<file path="src/rtl/dma_xfer_engine.sv">
// Word-interleaved DMA engine bridging write/read streams to a 4-bank crossbar port.
// Optional range check enabled by defining DMA_XFER_RANGE_CHECK_EN.
module dma_xfer_engine #(
  parameter int unsigned DATA_W = 32,
  parameter int unsigned ADDR_W = 10,
  parameter int unsigned NB     = 4
) (
  input  logic              clk,
  input  logic              rst_n,
  input  logic              cmd_valid,
  output logic              cmd_ready,
  input  logic              cmd_dir,
  input  logic [ADDR_W+1:0] cmd_addr,
  input  logic [ADDR_W+2:0] cmd_len,
  input  logic              wr_valid,
  output logic              wr_ready,
  input  logic [DATA_W-1:0] wr_data,
  output logic              rd_valid,
  input  logic              rd_ready,
  output logic [DATA_W-1:0] rd_data,
  output logic              busy,
  output logic              done,
  output logic              err,
  output logic              dma_write_en,
  output logic              dma_read_en,
  output logic [1:0]        dma_bank_sel,
  output logic [ADDR_W-1:0] dma_local_addr,
  output logic [DATA_W-1:0] dma_data_in,
  input  logic [DATA_W-1:0] dma_data_out
);

  localparam int unsigned BankW = $clog2(NB);
  localparam int unsigned AW    = ADDR_W + 2;
  localparam int unsigned LW    = ADDR_W + 3;

  typedef enum logic [1:0] {StIdle, StWrite, StRead, StDrain} state_e;

  state_e            state_q, state_d;
  logic [AW-1:0]     addr_q, addr_d;
  logic [LW-1:0]     rem_q, rem_d;
  logic              inflight_q, inflight_d;
  logic              done_q, done_d;
  logic              err_q, err_d;
  logic              rdy_q;
  logic [DATA_W-1:0] mem_q [2];
  logic [DATA_W-1:0] mem_d [2];
  logic              wptr_q, wptr_d, rptr_q, rptr_d;
  logic [1:0]        cnt_q, cnt_d;

  logic       cmd_fire, wr_beat, pop, rd_issue, drain_done, range_bad, en_any;
  logic [2:0] occ_eff;

`ifdef DMA_XFER_RANGE_CHECK_EN
  localparam logic [ADDR_W+3:0] Span = (ADDR_W+4)'(NB) << ADDR_W;
  logic [ADDR_W+3:0] end_addr;
  assign end_addr  = (ADDR_W+4)'(cmd_addr) + (ADDR_W+4)'(cmd_len);
  assign range_bad = end_addr > Span;
`else
  assign range_bad = 1'b0;
`endif

  assign cmd_fire   = cmd_valid & cmd_ready;
  assign wr_beat    = (state_q == StWrite) & wr_valid;
  assign pop        = (cnt_q != 2'd0) & rd_ready;
  // The word leaving the FIFO this cycle frees its slot, which keeps reads at one per cycle.
  assign occ_eff    = 3'(cnt_q) + 3'(inflight_q) - 3'(pop);
  assign rd_issue   = (state_q == StRead) & (rem_q != '0) & (occ_eff < 3'd2);
  assign drain_done = (state_q == StDrain) & (cnt_q == 2'd0) & ~inflight_q;

  always_comb begin
    state_d    = state_q;
    addr_d     = addr_q;
    rem_d      = rem_q;
    done_d     = 1'b0;
    err_d      = 1'b0;
    inflight_d = rd_issue;
    mem_d      = mem_q;
    wptr_d     = wptr_q;
    rptr_d     = rptr_q;
    cnt_d      = cnt_q + 2'(inflight_q) - 2'(pop);
    unique case (state_q)
      StIdle: begin
        if (cmd_fire) begin
          if (range_bad) begin
            err_d = 1'b1;
          end else if (cmd_len == '0) begin
            done_d = 1'b1;
          end else begin
            addr_d  = cmd_addr;
            rem_d   = cmd_len;
            state_d = cmd_dir ? StRead : StWrite;
          end
        end
      end
      StWrite: begin
        if (wr_beat) begin
          addr_d = addr_q + AW'(1);
          rem_d  = rem_q - LW'(1);
          if (rem_q == LW'(1)) begin
            state_d = StIdle;
            done_d  = 1'b1;
          end
        end
      end
      StRead: begin
        if (rd_issue) begin
          addr_d = addr_q + AW'(1);
          rem_d  = rem_q - LW'(1);
          if (rem_q == LW'(1)) state_d = StDrain;
        end
      end
      StDrain: begin
        if (drain_done) state_d = StIdle;
      end
      default: state_d = StIdle;
    endcase
    if (inflight_q) begin
      mem_d[wptr_q] = dma_data_out;
      wptr_d        = ~wptr_q;
    end
    if (pop) rptr_d = ~rptr_q;
  end

  always_ff @(posedge clk or negedge rst_n) begin
    if (!rst_n) begin
      state_q    <= StIdle;
      addr_q     <= '0;
      rem_q      <= '0;
      inflight_q <= 1'b0;
      done_q     <= 1'b0;
      err_q      <= 1'b0;
      rdy_q      <= 1'b0;
      mem_q[0]   <= '0;
      mem_q[1]   <= '0;
      wptr_q     <= 1'b0;
      rptr_q     <= 1'b0;
      cnt_q      <= 2'd0;
    end else begin
      state_q    <= state_d;
      addr_q     <= addr_d;
      rem_q      <= rem_d;
      inflight_q <= inflight_d;
      done_q     <= done_d;
      err_q      <= err_d;
      rdy_q      <= 1'b1;
      mem_q      <= mem_d;
      wptr_q     <= wptr_d;
      rptr_q     <= rptr_d;
      cnt_q      <= cnt_d;
    end
  end

  assign en_any         = wr_beat | rd_issue;
  assign cmd_ready      = rdy_q & (state_q == StIdle);
  assign wr_ready       = (state_q == StWrite);
  assign rd_valid       = (cnt_q != 2'd0);
  assign rd_data        = mem_q[rptr_q];
  assign busy           = (state_q != StIdle);
  assign done           = done_q | drain_done;
  assign err            = err_q;
  assign dma_write_en   = wr_beat;
  assign dma_read_en    = rd_issue;
  assign dma_bank_sel   = en_any ? addr_q[BankW-1:0] : 2'b00;
  assign dma_local_addr = en_any ? addr_q[ADDR_W+BankW-1:BankW] : '0;
  assign dma_data_in    = wr_beat ? wr_data : '0;

endmodule

</file>
<file path="config.mk">
export PLATFORM = sky130hd
export DESIGN_NAME = dma_xfer_engine
export DESIGN_NICKNAME = d
export VERILOG_FILES = /design/src/rtl/dma_xfer_engine.sv
export SDC_FILE = /design/constraint.sdc
export NUM_CORES = 1
export LEC_CHECK = 0
export CORE_UTILIZATION = 50
export CTS_BUF_LIST = sky130_fd_sc_hd__clkbuf_2
export DETAILED_ROUTE_END_ITERATION = 8
export PLACE_DENSITY = 0.87
export SYNTH_ARGS = -nofsm -noshare
export SYNTH_HDL_FRONTEND = slang
export SYNTH_SLANG_ARGS = --single-unit
export TNS_END_PERCENT = 5
</file>
<file path="constraint.sdc">
create_clock -name clk -period 5.7 [get_ports clk]
set_input_delay 0.855 -clock clk [delete_from_list [all_inputs] [get_ports clk]]
set_output_delay 0.855 -clock clk [all_outputs]
set_load 0.02 [all_outputs]
</file>
==> flow_summary.json <==
{
  "finalNonFillerCells": 790,
  "grt_pass1_vias": 4427,
  "vias": 4364,
  "power_per_cell_area_nw_per_um2": 566,
  "synth.avg_cell_area_um2": 10.9,
  "postSynth.asyncResetShare": 1.00,
  "clk_pin_slew_worst_paths_ns": 0.28,
  "antenna_cells": 0,
  "place_congestion": 0.800,
  "rows": 37,
  "dp_hpwl_um": 9250,
  "crit_chain": "inv_1, nand2_1, and2_1, ha_1, inv_1, ha_1, fa_1, nand3b_1, a31oi_1, nor2_1, buf_4, nor2b_1, clkdlybuf4s50_1",
  "ys_types": 46,
  "via_per_inst": 5.52,
  "final_common_cell": "clkdlybuf4s50_1",
  "finalSetupViolCount": 0,
  "holdCritPathClass": "input port to async pin",
  "clk_latency_ns": 0.56,
  "end_kind": "primary output",
  "wl_per_cell_um": 16.3,
  "slowest_stage": "clkdlybuf4s50_1",
  "cts_sinks": 98,
  "slew_viol_final": 0,
  "startpoint_type": "flop",
  "whs_ns": 0.245,
  "globalRouteOverflowTotal": 0,
  "ioPinCount": 179,
  "skew_ns": 0.0350,
  "cts_setup_buffers": 0,
  "finalInstanceArea_um2": 7250,
  "synth.net_count": 593,
  "critPathKind": "flop to primary output",
  "ys_ff_latch": 98,
  "setup_tns_ns": 0,
  "ys.flop_type": "dfrtp_1",
  "htreeDepth": 3,
  "ctsLongestPathBuffers": 2,
  "power_uw": 4100,
  "final_cell_mix": "clkdlybuf4s50_1, dfrtp_1, mux2_2",
  "cts_hold_buffers": 0,
  "ant_nets": 0,
  "die_w_um": 105,
  "synth-seq-area-share": 0.464,
  "cp_slowest_stage_delay_ns": 0.62,
  "start_util": 0.514,
  "synth_edf_count": 0,
  "tightest_slew_ns": 1.05,
  "worstPathMaxFanout": 12,
  "vdd_ir_drop_max_mv": 0.318,
  "place_area_um2": 7140,
  "post-route-period-util": 0.831,
  "rsz0062_at_grt": "no",
  "worstPathRequired_ns": 4.85,
  "leakagePower_uw": 0.00311,
  "synthToLayoutAreaGrowth_pct": 37.1,
  "cts_buffers": 9,
  "cts_tree": "built",
  "cp.arrival_ns": 3.88,
  "hold_viol": 0,
  "fmax_mhz": 211,
  "synthCells": 487,
  "io_buffer_count": 177,
  "fin_crit_ns": 4.73,
  "die_h_um": 105,
  "antenna_found_initial": 0,
  "relSlewSlack": 0.296,
  "grtUsageTotal": 0.238,
  "core_area_um2": 10300,
  "yosysWarnings": 0,
  "nets": 755,
  "dieArea_um2": 11000,
  "drc": 0,
  "dp.cells": 774,
  "firstDrtPassIters": 4,
  "status": "finished clean",
  "cap_viol_max_count": 0,
  "grt_pass1_wl_um": 21100,
  "grt_max_degree": 52,
  "cts_resized": 0,
  "drt_iter0_markers": 164,
  "drt-total-wl_um": 12900,
  "layout-drive-gt1-share": 0.190,
  "cts_root_buffer": "clkbuf_2",
  "syn_area_um2": 5290
}
logic make-up after synthesis:
logic type | Yosys count | share of synthesized area
AO/OA/AOI/OAI | 51 | 0.0578
XOR/XNOR | 3 | 0.00497
adder cells (fa/ha/maj) | 11 | 0.0275
AND/OR/NAND/NOR | 167 | 0.179
buffers and inverters | 46 | 0.0364
flip-flops | 98 | 0.464
multiplexers | 109 | 0.229
other | 2 | 0.00142
report_power, final:
part / switching (µW) / internal, µW
Sequential: 262 / 1040
Combinational: 1260 / 1230
Clock: 248 / 65.0
Total: 1770 / 2330
metal layers:
layer,part of all wire,track usage,vias to the layer above
li1,-,-,2077
met1,0.43,0.291,2125
met2,0.50,0.426,143
met3,0.055,0.0462,19
met4,0.011,0.0684,0
met5,0,0,-
synth_stat cells (2+ instances only):
master,n,area [µm²]
a21oi_1,19,95.1
a31oi_1,5,31.3
a41o_1,2,20.0
and2_1,5,31.3
and3_1,35,219
buf_1,4,15.0
buf_2,4,20.0
buf_4,2,15.0
clkbuf_1,21,78.8
conb_1,2,7.51
dfrtp_1,98,2450
ha_1,10,125
inv_1,14,52.6
mux2_2,96,1080
mux2i_1,13,130
nand2_1,27,101
nand2b_1,4,25.0
nand3_1,35,175
nand3b_1,3,22.5
nand4_1,4,25.0
nand4b_1,2,17.5
nor2_1,10,37.5
nor2b_1,14,87.6
nor3_1,13,65.1
nor4_1,3,18.8
nor4_2,2,25.0
o211ai_1,2,15.0
o21ai_0,9,45.0
o21ai_1,4,20.0
o22ai_1,5,31.3
or3_1,3,18.8
xor2_1,3,26.3
worst max-delay path, delay by kind of cell (launching register included):
family,cells,cell delay (ns)
flops,1,0.46
simple gates,5,0.73
compound gates,1,0.25
fa+ha+maj,3,0.93
buf+inv,4,0.98
worst paths after layout:
check	startpoint	endpoint	slack [ns]	depth (start not counted)
worst max-delay path	cnt_q[1]$_DFF_PN0_	dma_bank_sel[1]	0.97	13
worst min-delay path	rst_n	mem_q[39]$_DFFE_PN0P_	0.25	1
worst max register to register	cnt_q[1]$_DFF_PN0_	rem_q[4]$_DFFE_PN0P_	2.01	12
worst min register to register	mem_q[25]$_DFFE_PN0P_	mem_q[25]$_DFFE_PN0P_	0.54	1
max in group asynchronous	rst_n	rem_q[0]$_DFFE_PN0P_	4.36	2
min in group clk	mem_q[25]$_DFFE_PN0P_	mem_q[25]$_DFFE_PN0P_	0.54	1
final cells by class:
cell class | instances | area, µm²
fill | 748 | 3030
multi-input combinational | 343 | 2650
sequential | 98 | 2450
timing repair buffer | 183 | 1810
tap | 136 | 170
clock inverter | 7 | 62.6
inverter | 14 | 52.6
clock buffer | 9 | 45.0
registers in the layout, indices dropped and copies added, names as in the netlist:
signal      flops
mem_q          64
rem_q          13
addr_q         12
cnt_q           2
state_q         2
done_q          1
inflight_q      1
rdy_q           1
rptr_q          1
wptr_q          1
stage by stage:
step,setup WS [ns],utilization
6_report,0.965,0.705
3_3_place_gp,1.12,0.695
5_1_grt,0.663,0.705
2_1_floorplan,1.66,-
3_5_place_dp,1.03,0.695
4_1_cts,0.907,0.705
Note: power is estimated with default switching activity, not from simulation.
